`src/rtl/mem_bus_arbiter.sv`:
```
`timescale 1ns/1ps
// mem_bus_arbiter: round-robin two-master arbiter for the 32-bit native valid/ready memory bus.
// Define MEM_BUS_ARBITER_TIMEOUT_EN to force-complete transactions the slave never answers.
module mem_bus_arbiter #(
  parameter int unsigned TIMEOUT_CYCLES = 1024,
  parameter logic [31:0] ERR_RDATA      = 32'hDEADBEEF
) (
  input  logic        clk,
  input  logic        reset,
  input  logic        m0_valid,
  input  logic        m1_valid,
  input  logic        m0_instr,
  input  logic        m1_instr,
  input  logic [31:0] m0_addr,
  input  logic [31:0] m1_addr,
  input  logic [31:0] m0_wdata,
  input  logic [31:0] m1_wdata,
  input  logic [3:0]  m0_wstrb,
  input  logic [3:0]  m1_wstrb,
  output logic        m0_ready,
  output logic        m1_ready,
  output logic [31:0] m0_rdata,
  output logic [31:0] m1_rdata,
  output logic        s_valid,
  output logic        s_instr,
  output logic [31:0] s_addr,
  output logic [31:0] s_wdata,
  output logic [3:0]  s_wstrb,
  input  logic        s_ready,
  input  logic [31:0] s_rdata,
  output logic [1:0]  grant,
  output logic        timeout_err
);

  typedef enum logic [1:0] {
    IDLE  = 2'd0,
    BUSY0 = 2'd1,
    BUSY1 = 2'd2
  } state_t;

  state_t      state;
  logic        last_grant;
  logic        timeout_hit;
  logic [31:0] resp_rdata;

  if (TIMEOUT_CYCLES < 1) begin : g_bad_timeout
    $error("TIMEOUT_CYCLES must be at least 1");
  end

`ifdef MEM_BUS_ARBITER_TIMEOUT_EN
  localparam int unsigned CNT_W = (TIMEOUT_CYCLES > 1) ? $clog2(TIMEOUT_CYCLES) : 1;
  localparam logic [CNT_W-1:0] CNT_LAST = CNT_W'(TIMEOUT_CYCLES - 1);

  logic [CNT_W-1:0] busy_cnt;
  logic             timeout_q;

  // Busy-cycle counter restarts on every grant; the error flag is sticky until reset.
  always_ff @(posedge clk or posedge reset) begin
    if (reset) begin
      busy_cnt  <= '0;
      timeout_q <= 1'b0;
    end else begin
      if (state == IDLE) begin
        busy_cnt <= '0;
      end else begin
        busy_cnt <= busy_cnt + CNT_W'(1);
      end
      if (timeout_hit) begin
        timeout_q <= 1'b1;
      end
    end
  end

  // A real slave response in the final cycle wins over the forced error.
  assign timeout_hit = (state != IDLE) && !s_ready && (busy_cnt == CNT_LAST);
  assign timeout_err = timeout_q;
`else
  assign timeout_hit = 1'b0;
  assign timeout_err = 1'b0;
`endif

  // Arbitration and completion; both-valid ties go to the master not served last.
  always_ff @(posedge clk or posedge reset) begin
    if (reset) begin
      state      <= IDLE;
      last_grant <= 1'b1;
    end else begin
      case (state)
        IDLE: begin
          if (m0_valid && (!m1_valid || last_grant)) begin
            state <= BUSY0;
          end else if (m1_valid) begin
            state <= BUSY1;
          end
        end
        BUSY0: begin
          if (s_ready || timeout_hit) begin
            state      <= IDLE;
            last_grant <= 1'b0;
          end
        end
        BUSY1: begin
          if (s_ready || timeout_hit) begin
            state      <= IDLE;
            last_grant <= 1'b1;
          end
        end
        default: state <= IDLE;
      endcase
    end
  end

  assign grant      = {state == BUSY1, state == BUSY0};
  assign resp_rdata = timeout_hit ? ERR_RDATA : s_rdata;

  // Request/response steering to the owner; everything reads zero while idle.
  always_comb begin
    s_valid  = 1'b0;
    s_instr  = 1'b0;
    s_addr   = '0;
    s_wdata  = '0;
    s_wstrb  = '0;
    m0_ready = 1'b0;
    m1_ready = 1'b0;
    m0_rdata = '0;
    m1_rdata = '0;
    case (state)
      BUSY0: begin
        s_valid  = m0_valid && !timeout_hit;
        s_instr  = m0_instr;
        s_addr   = m0_addr;
        s_wdata  = m0_wdata;
        s_wstrb  = m0_wstrb;
        m0_ready = s_ready || timeout_hit;
        m0_rdata = resp_rdata;
      end
      BUSY1: begin
        s_valid  = m1_valid && !timeout_hit;
        s_instr  = m1_instr;
        s_addr   = m1_addr;
        s_wdata  = m1_wdata;
        s_wstrb  = m1_wstrb;
        m1_ready = s_ready || timeout_hit;
        m1_rdata = resp_rdata;
      end
      default: ;
    endcase
  end

endmodule
```
`config.mk`:
```
export PLATFORM = sky130hd
export DESIGN_NAME = mem_bus_arbiter
export DESIGN_NICKNAME = d
export VERILOG_FILES = /design/src/rtl/mem_bus_arbiter.sv
export SDC_FILE = /design/constraint.sdc
export NUM_CORES = 1
export LEC_CHECK = 0
export CORE_AREA = 2 2 123 125
export CTS_CLUSTER_SIZE = 10
export DETAILED_ROUTE_END_ITERATION = 7
export DIE_AREA = 0 0 125 127
export PLACE_DENSITY_LB_ADDON = 0.1
export SLEW_MARGIN = 20
export SYNTH_ARGS = -nofsm -noshare
export SYNTH_HDL_FRONTEND = slang
export SYNTH_SLANG_ARGS = --single-unit
```
`constraint.sdc`:
```
create_clock -name clk -period 1.8 [get_ports clk]
set_input_delay 0.18 -clock clk [delete_from_list [all_inputs] [get_ports clk]]
set_output_delay 0.18 -clock clk [all_outputs]
set_load 0.005 [all_outputs]
```
# Word-level counts from Yosys, hierarchy flattened
# Cells that the tools add are included.
# totals
ff_bits,3
out_inout_bits,139
inputBits,175
word_cells,32
# classes
muxes,16
reduce_logical,8
eq_ne,6
# ops
op,count
$pmux 32 s2,2
$mux 32,2
$pmux 4 s2,1
$mux 2,3
$pmux 1 s2,3
$mux 1,4
$ne 2x2->1 const B,2
$pmux 2 s2,1
$ne 3x3->1 const B,1
$reduce_and 3->1,1
$eq 2x1->1 const B,1
$eq 2x2->1 const B,1
$logic_not 2->1,1
$ne 2x1->1 const B,1
$reduce_and 2->1,1
$reduce_bool 2->1,1
$reduce_or 2->1,1
$logic_and 1x1->1,1
$logic_not 1->1,1
$logic_or 1x1->1,1

# Longest topological paths before layout
# Gate-level depths: netlist (run 1).
# depth
depth_word,5
mapped_depth,6
depth_no_buf,5

# Worst setup path before layout (run 1)
# No wires, ideal clock.
# synth_timing
kind,flip-flop to output port
startpoint,reg state[0]
endpoint,out s_addr[0]
setup_slack_ns,0.419
stages_incl_launch_ff,7
n_path_buf,2
arrival_time_ns,1.201
path_cell_list,dfrtp_1 > inv_1 > ha_1 > buf_2 > buf_2 > a22oi_1 > nor2b_1
# synth_between
elab_chain_len,2
word_cells_on_any_way,3
# synth_lines
element,line_no,text
from (decl),41,state_t state;
from (signal assigned),85,state <= IDLE;
from (signal assigned),91,state <= BUSY0;
from (signal assigned),93,state <= BUSY1;
$eq 2x2->1,n/a,
via grant[1],31,"output logic [1:0] grant,"
$pmux 32 s2,127,case (state)
to (decl),26,"output logic [31:0] s_addr,"
# The timed path passes the listed nets, and every way through them passes these cells.

# Worst setup path after layout (run 1)
# layout_timing
startpoint,reg state[0]
endpoint,out s_wstrb[0]
# layout_between
elab_chain_len,2
word_cells_on_any_way,3
# layout_lines
element,line_no,text
$eq 2x2->1 / $eq 2x1->1 (equally long branches),127,
$pmux 4 s2 (*),127,
to (decl),28,"output logic [3:0] s_wstrb,"
# Mark *: on every way between the ends. The rest lies on a longest branch, timed or not.

==> out/results.txt, run 1 <==
status - complete, but fails checks
failing checks - setup timing
Final Hold Vio Count - 0
clk buf depth - 2
Reg2Reg Setup Slack - 180 ps
DRT antenna net count - 0
Period Utilization, post-route - 1.11
FMAX - 500 MHz
Setup-failing EPs final - 80
drt first pass iters - 4
non-filler cells, final - 798
Max-Cap Viols - 0
post-synth top area cell - a22oi_1
worst setup path class - reg2out
full die area - 15900 µm²
Placer Congestion - 0.762
Worst Hold Class - in2async
largest net degree at the start of global routing - 40
vias in the first global route - 3213
drt drc - 0
share of the synthesized area in the top cell type - 0.300
PortBufs - 312
drt wl/cell - 17.0 µm
Synth Cell Area - 1750 µm²
Critical Path End Type - output port
starting DRC count in detailed routing - 23
most common library cells after synthesis - a22oi_1, nor2b_1, and2_1
Post-synth EDFFs - 0
starting density of the core - 0.121
Post-Route WL - 13.6 mm
detailed-route via count - 3350
DP Wirelength - 9.58 mm
H-tree depth - 1
switching power - 2.61 mW
clk root buf - clkbuf_16
GRT Total Usage - 0.137
nature of the critical path startpoint - flop
unrepaired setup endpoints after global routing - yes
Power, Total - 6.89 mW
fin crit period - 2000 ps
share of layout cells above drive strength 1 - 0.415
share of flip-flops with an asynchronous set or reset - 1.00
clock sink total - 3
ant diodes - 0
Clock transition at path regs - 30 ps
Worst-Skew Late Latency - 230 ps
setup_tns - -4720 ps
# IOs - 314
#FFs+latches synth - 3
Net Sw Frac - 0.378
logic gate share of total power - 0.928
syn nets - 439
synthesized instance count - 259
CTS buffer count - 3
R2R Path Start - state[1]
Via-to-Cell Ratio - 4.20
worst reg-to-reg path cell count - 7
ranking of synthesized cells by area - a22oi_1, nor2b_1, and2_1, ha_1, buf_2
worst setup margin - -202 ps
worst hold slack - 153 ps
DIE HEIGHT - 127 µm
Reg-to-Reg End - state[1]
placed cell count - 747
nets - 795
Leak - 2.94 nW
Max Slew Vio Count - 0
antenna violations before repair - 0
TritonCTS clock tree - yes
CP required - 1620 ps
Fin Clk Skew - 0.895 ps
internal power - 4.29 mW
Die Span X - 125 µm
syn_area_per_cell - 6.76 µm²
P&R area growth vs syn - 249%
Pwr per Cell Area - 1130 nW/µm²
Netlist cell types - 20
post-synthesis sequential area ratio - 0.0436
clock network power share - 0.052
maximum vdd drop - 0.482 mV
global route overflow - 0
Seq pwr share - 0.020
Core Rows - 44
Yosys Warn Count - 0
ys flop type - dfrtp_1
final core occ - 0.424
core area - 14400 µm²
CP Max Fanout - 5
CP arrival - 1820 ps
# hold bufs at CTS - 0
global-route wire length before repair - 17.5 mm
## worst max-delay path: stages (launching register included)
cell           delay [ps]
dfrtp_1               380
buf_6                 130
ha_4                  180
buf_6                 130
clkbuf_16             160
buf_12                120
a22oi_1               160
nor2b_1                60
dlygate4sd2_1         270
## sequential cells by signal, indices dropped and copies added, names as in the netlist
signal      flops
state           2
last_grant      1
## through the flow
| step | area [µm²] | setup WS, ps |
|---|---|---|
| detailed placement | 5280 | -191 |
| CTS | 5430 | -278 |
| global placement | 5280 | -158 |
| finish | 6110 | -202 |
| floorplan | 1750 | 419 |
| global route | 6110 | -301 |
## final cells by class
type                       instances  area, µm²
clock buffer                       4       78.8
fill                            1470       8310
tap                              184        230
inverter                           5       18.8
sequential                         3       76.3
multi-input combinational        221       1920
timing repair buffer             381       3780
## routing by layer
layer / vias up / global-route usage / share of wire
met1: 1543 / 0.141 / 0.37
met5: - / 0 / 0
met4: 0 / 0.0379 / 0.019
met3: 16 / 0.0406 / 0.072
li1: 1618 / - / -
met2: 173 / 0.266 / 0.54
## kinds of logic (layout without fill, tap and decap cells)
logic type,after synthesis,in the layout,synth area share
other,1,1,0.00214
AND/OR/NAND/NOR,138,138,0.492
flip-flops,3,3,0.0436
AO/OA/AOI/OAI,77,77,0.329
buffers and inverters,35,390,0.0979
adder cells (fa/ha/maj),5,5,0.0357
## cells in the final DEF (no fill, tap or decap), types with 4 or more instances in the layout
cell type	netlist	routed
a22oi_1	70	10
a22oi_2	0	60
and2_1	66	45
and2_4	0	21
buf_12	0	15
buf_2	11	25
buf_4	6	20
buf_6	0	39
clkbuf_16	0	10
clkbuf_2	3	49
clkdlybuf4s15_1	0	8
clkdlybuf4s50_1	0	175
dlygate4sd2_1	0	10
dlymetal6s2s_1	0	28
ha_4	0	4
nor2b_1	70	66
## worst max path at each step
stage	start	end	slack [ps]	cells past startpoint
floorplan	state[0]	s_addr[0]	420	6
global placement	state[1]	s_valid	-160	5
global route	state[1]	s_wstrb[0]	-300	8
detailed placement	state[1]	s_valid	-190	5
CTS	state[1]	m0_rdata[20]	-280	6
finish	state[0]	s_wstrb[0]	-200	8
## what timing repair did
item | 4_1_cts | 5_1_grt
gates resized for setup | 150 | 330
setup endpoints to repair | 138 | 134
cloned | 2 | 10
setup buffers | 3 | 36
pin swaps | 1 | 23
## power by group through the flow
stage	clock (mW)	combinational [mW]	sequential, mW
2_1_floorplan	0	2.06	0.127
3_3_place_gp	0	5.06	0.130
3_5_place_dp	0	5.04	0.130
4_1_cts	0.360	5.11	0.131
5_1_grt	0.377	6.86	0.141
6_report	0.358	6.40	0.137
(Power assumes the default switching activity.)
==> run 2: changes to the inputs <==
--- a/config.mk
+++ b/config.mk
@@ -10,6 +10,8 @@
 export DETAILED_ROUTE_END_ITERATION = 7
 export DIE_AREA = 0 0 125 127
 export PLACE_DENSITY_LB_ADDON = 0.1
+export RECOVER_POWER = 100
+export SETUP_SLACK_MARGIN = 0.15
 export SLEW_MARGIN = 20
 export SYNTH_ARGS = -nofsm -noshare
 export SYNTH_HDL_FRONTEND = slang
==> run 2 against run 1 <==
The flow still finishes with violations (setup timing). Critical path depth down 2. Critical endpoint is now m1_rdata[9]. Global-route usage about the same. Clock skew about the same. Utilization up 2.4 points. Combinational power up 16%. Routed wire length up 8.3%. Largest cell class unchanged. Fmax up 3.0%. Register-to-register slack about the same.
==> out/results.txt, run 2 (same netlist as run 1, synthesis figures left out) <==
met1 Resource Use GR - 0.141 (unchanged)
Via-to-Cell Ratio - 4.26 (+1.4%)
starting density of the core - 0.121 (unchanged)
starting DRC count in detailed routing - 31 (+35%)
FMAX - 514 MHz (+3.0%)
clk buf depth - 2 (unchanged)
TritonCTS clock tree - yes
Max Slew Vio Count - 0 (unchanged)
DRT antenna net count - 0 (unchanged)
clock sink total - 3 (unchanged)
switching power - 2.93 mW (+12%)
Critical Path End Type - output port
Reg-to-Reg End - state[1]
Pwr per Cell Area - 1230 nW/µm² (+8.7%)
clk root buf - clkbuf_16
Worst Hold Class - in2async
Fill cells - 1434 (-2.4%)
P&R area growth vs syn - 268%
failing checks - setup timing
nets - 816 (+2.6%)
most common cell after layout, fill and taps aside - clkdlybuf4s50_1
Clock transition at path regs - 30 ps (about the same)
GR peak layer - met2
CP Max Fanout - 9 (+4)
top flop regs - state: 2 flops, last_grant: 1 flops
cell area after layout - 6450 µm² (+5.5%)
Post-Route WL - 14.7 mm (+8.3%)
Net Sw Frac - 0.370 (-0.00795)
global-route wire length before repair - 17.4 mm (-0.35%)
Reg2Reg Setup Slack - 170 ps (about the same)
Setup-failing EPs final - 80 (unchanged)
logic gate share of total power - 0.937 (+0.009)
Reg with most FFs - state
global route overflow - 0 (unchanged)
status - complete, but fails checks
worst setup margin - -144 ps (+57.8 ps)
GRT Total Usage - 0.136 (-0.000354)
CP required - 1620 ps (about the same)
worst hold slack - 288 ps (+135 ps)
max reg flops - 2 (unchanged)
internal power - 4.98 mW (+16%)
Leak - 2.92 nW (-0.74%)
H-tree depth - 1 (unchanged)
full die area - 15900 µm² (unchanged)
DIE HEIGHT - 127 µm (unchanged)
drt wl/cell - 18.0 µm (+5.5%)
core area - 14400 µm² (unchanged)
# IOs - 314 (unchanged)
drt first pass iters - 4 (unchanged)
PortBufs - 312 (unchanged)
Max-Cap Viols - 0 (unchanged)
met2 Usage GRT - 0.266 (-0.000320)
unrepaired setup endpoints after global routing - yes
Fin Clk Skew - 0.411 ps (-0.484 ps)
CTS buffer count - 3 (unchanged)
critical path startpoint - state[1]
largest net degree at the start of global routing - 40 (unchanged)
Placed Instance Area - 5280 µm² (unchanged)
Period Utilization, post-route - 1.08 (-0.0321)
Worst-Skew Late Latency - 230 ps (about the same)
drt drc - 0 (unchanged)
CP arrival - 1760 ps (-60 ps)
Setup crit end - m1_rdata[9]
setup_tns - -3820 ps (+907 ps)
non-filler cells, final - 819 (+2.6%)
worst reg-to-reg path cell count - 8 (+1)
Final Hold Vio Count - 0 (unchanged)
Placer Congestion - 0.762 (unchanged)
vias in the first global route - 3207 (-0.19%)
placed cell count - 747 (unchanged)
maximum vdd drop - 0.485 mV (+0.52%)
Seq pwr share - 0.017 (-0.003)
grt met3 use - 0.0394 (-0.00126)
antenna violations before repair - 1 (+1)
DP Wirelength - 9.58 mm (unchanged)
Core Rows - 44 (unchanged)
Die Span X - 125 µm (unchanged)
R2R Path Start - state[0]
most frequent cells in the layout - clkdlybuf4s50_1, a22oi_2, clkbuf_2
worst setup path class - reg2out
ant diodes - 0 (unchanged)
fin crit period - 1940 ps (-57.8 ps)
nature of the critical path startpoint - flop
clock network power share - 0.045 (-0.007)
detailed-route via count - 3485 (+4.0%)
share of layout cells above drive strength 1 - 0.523 (+0.108)
# hold bufs at CTS - 0 (unchanged)
## run 2: changes by cell type in the layout (fill, tap and decap cells not counted), sizes merged
cell and change:
clkbuf +19, clkdlybuf4s50 -2, dlygate4sd2 -3, clkdlybuf4s15 -7, dlygate4sd3 +1, dlymetal6s2s -15
bufbuf +1, buf +27
## run 2: layout make-up
type | count | area, µm² | share of cell area
Clock buffer | 4 | 78.8 | 0.0122
Sequential cell | 3 | 76.3 | 0.0118
Inverter | 5 | 18.8 | 0.00291
Tap cell | 184 | 230 | 0.0357
Multi-Input combinational cell | 221 | 2060 | 0.320
Timing Repair Buffer | 402 | 3980 | 0.618
## run 2: worst min path at each step
| stage | to | slack (ps) |
|---|---|---|
| 3_3_place_gp | state[0] | 390 |
| 4_1_cts | state[1] | 160 |
| 3_5_place_dp | state[1] | 390 |
| 6_report | state[1] | 290 |
| 2_1_floorplan | state[0] | -70 |
| 5_1_grt | state[1] | 300 |
## run 2: power by group through the flow
stage / logic (mW) / clock network (mW) / registers, mW
2_1_floorplan: 2.06 / 0 / 0.127
3_3_place_gp: 5.06 / 0 / 0.130
3_5_place_dp: 5.04 / 0 / 0.130
4_1_cts: 5.06 / 0.360 / 0.131
5_1_grt: 7.89 / 0.375 / 0.143
6_report: 7.41 / 0.357 / 0.138
## run 2: what timing repair did
action,CTS,global route
pin swaps,1,22
endpoints found under the setup margin,138,138
cloned,2,18
gates resized for setup,158,409
buffers inserted,1,47
## run 2: critical path, stage by stage (launching register included)
cell           delay, ps
dfrtp_1              420
buf_4                160
buf_4                130
ha_4                 170
bufbuf_16            270
and2_1               130
dlygate4sd2_1        260
## run 2: routing by layer
metal / share of wire / wire (µm)
met1: 0.37 / 5500
met2: 0.54 / 8000
met3: 0.066 / 969
met4: 0.017 / 249
met5: 0.00088 / 13
## run 2: through the flow
| stage | util | power, mW | worst slack, ps |
|---|---|---|---|
| finish | 0.447 | 7.91 | -144 |
| global route | 0.447 | 8.41 | -240 |
| CTS | 0.374 | 5.55 | -255 |
| detailed placement | 0.366 | 5.17 | -191 |
| global placement | 0.366 | 5.19 | -158 |
| floorplan | - | 2.18 | 419 |
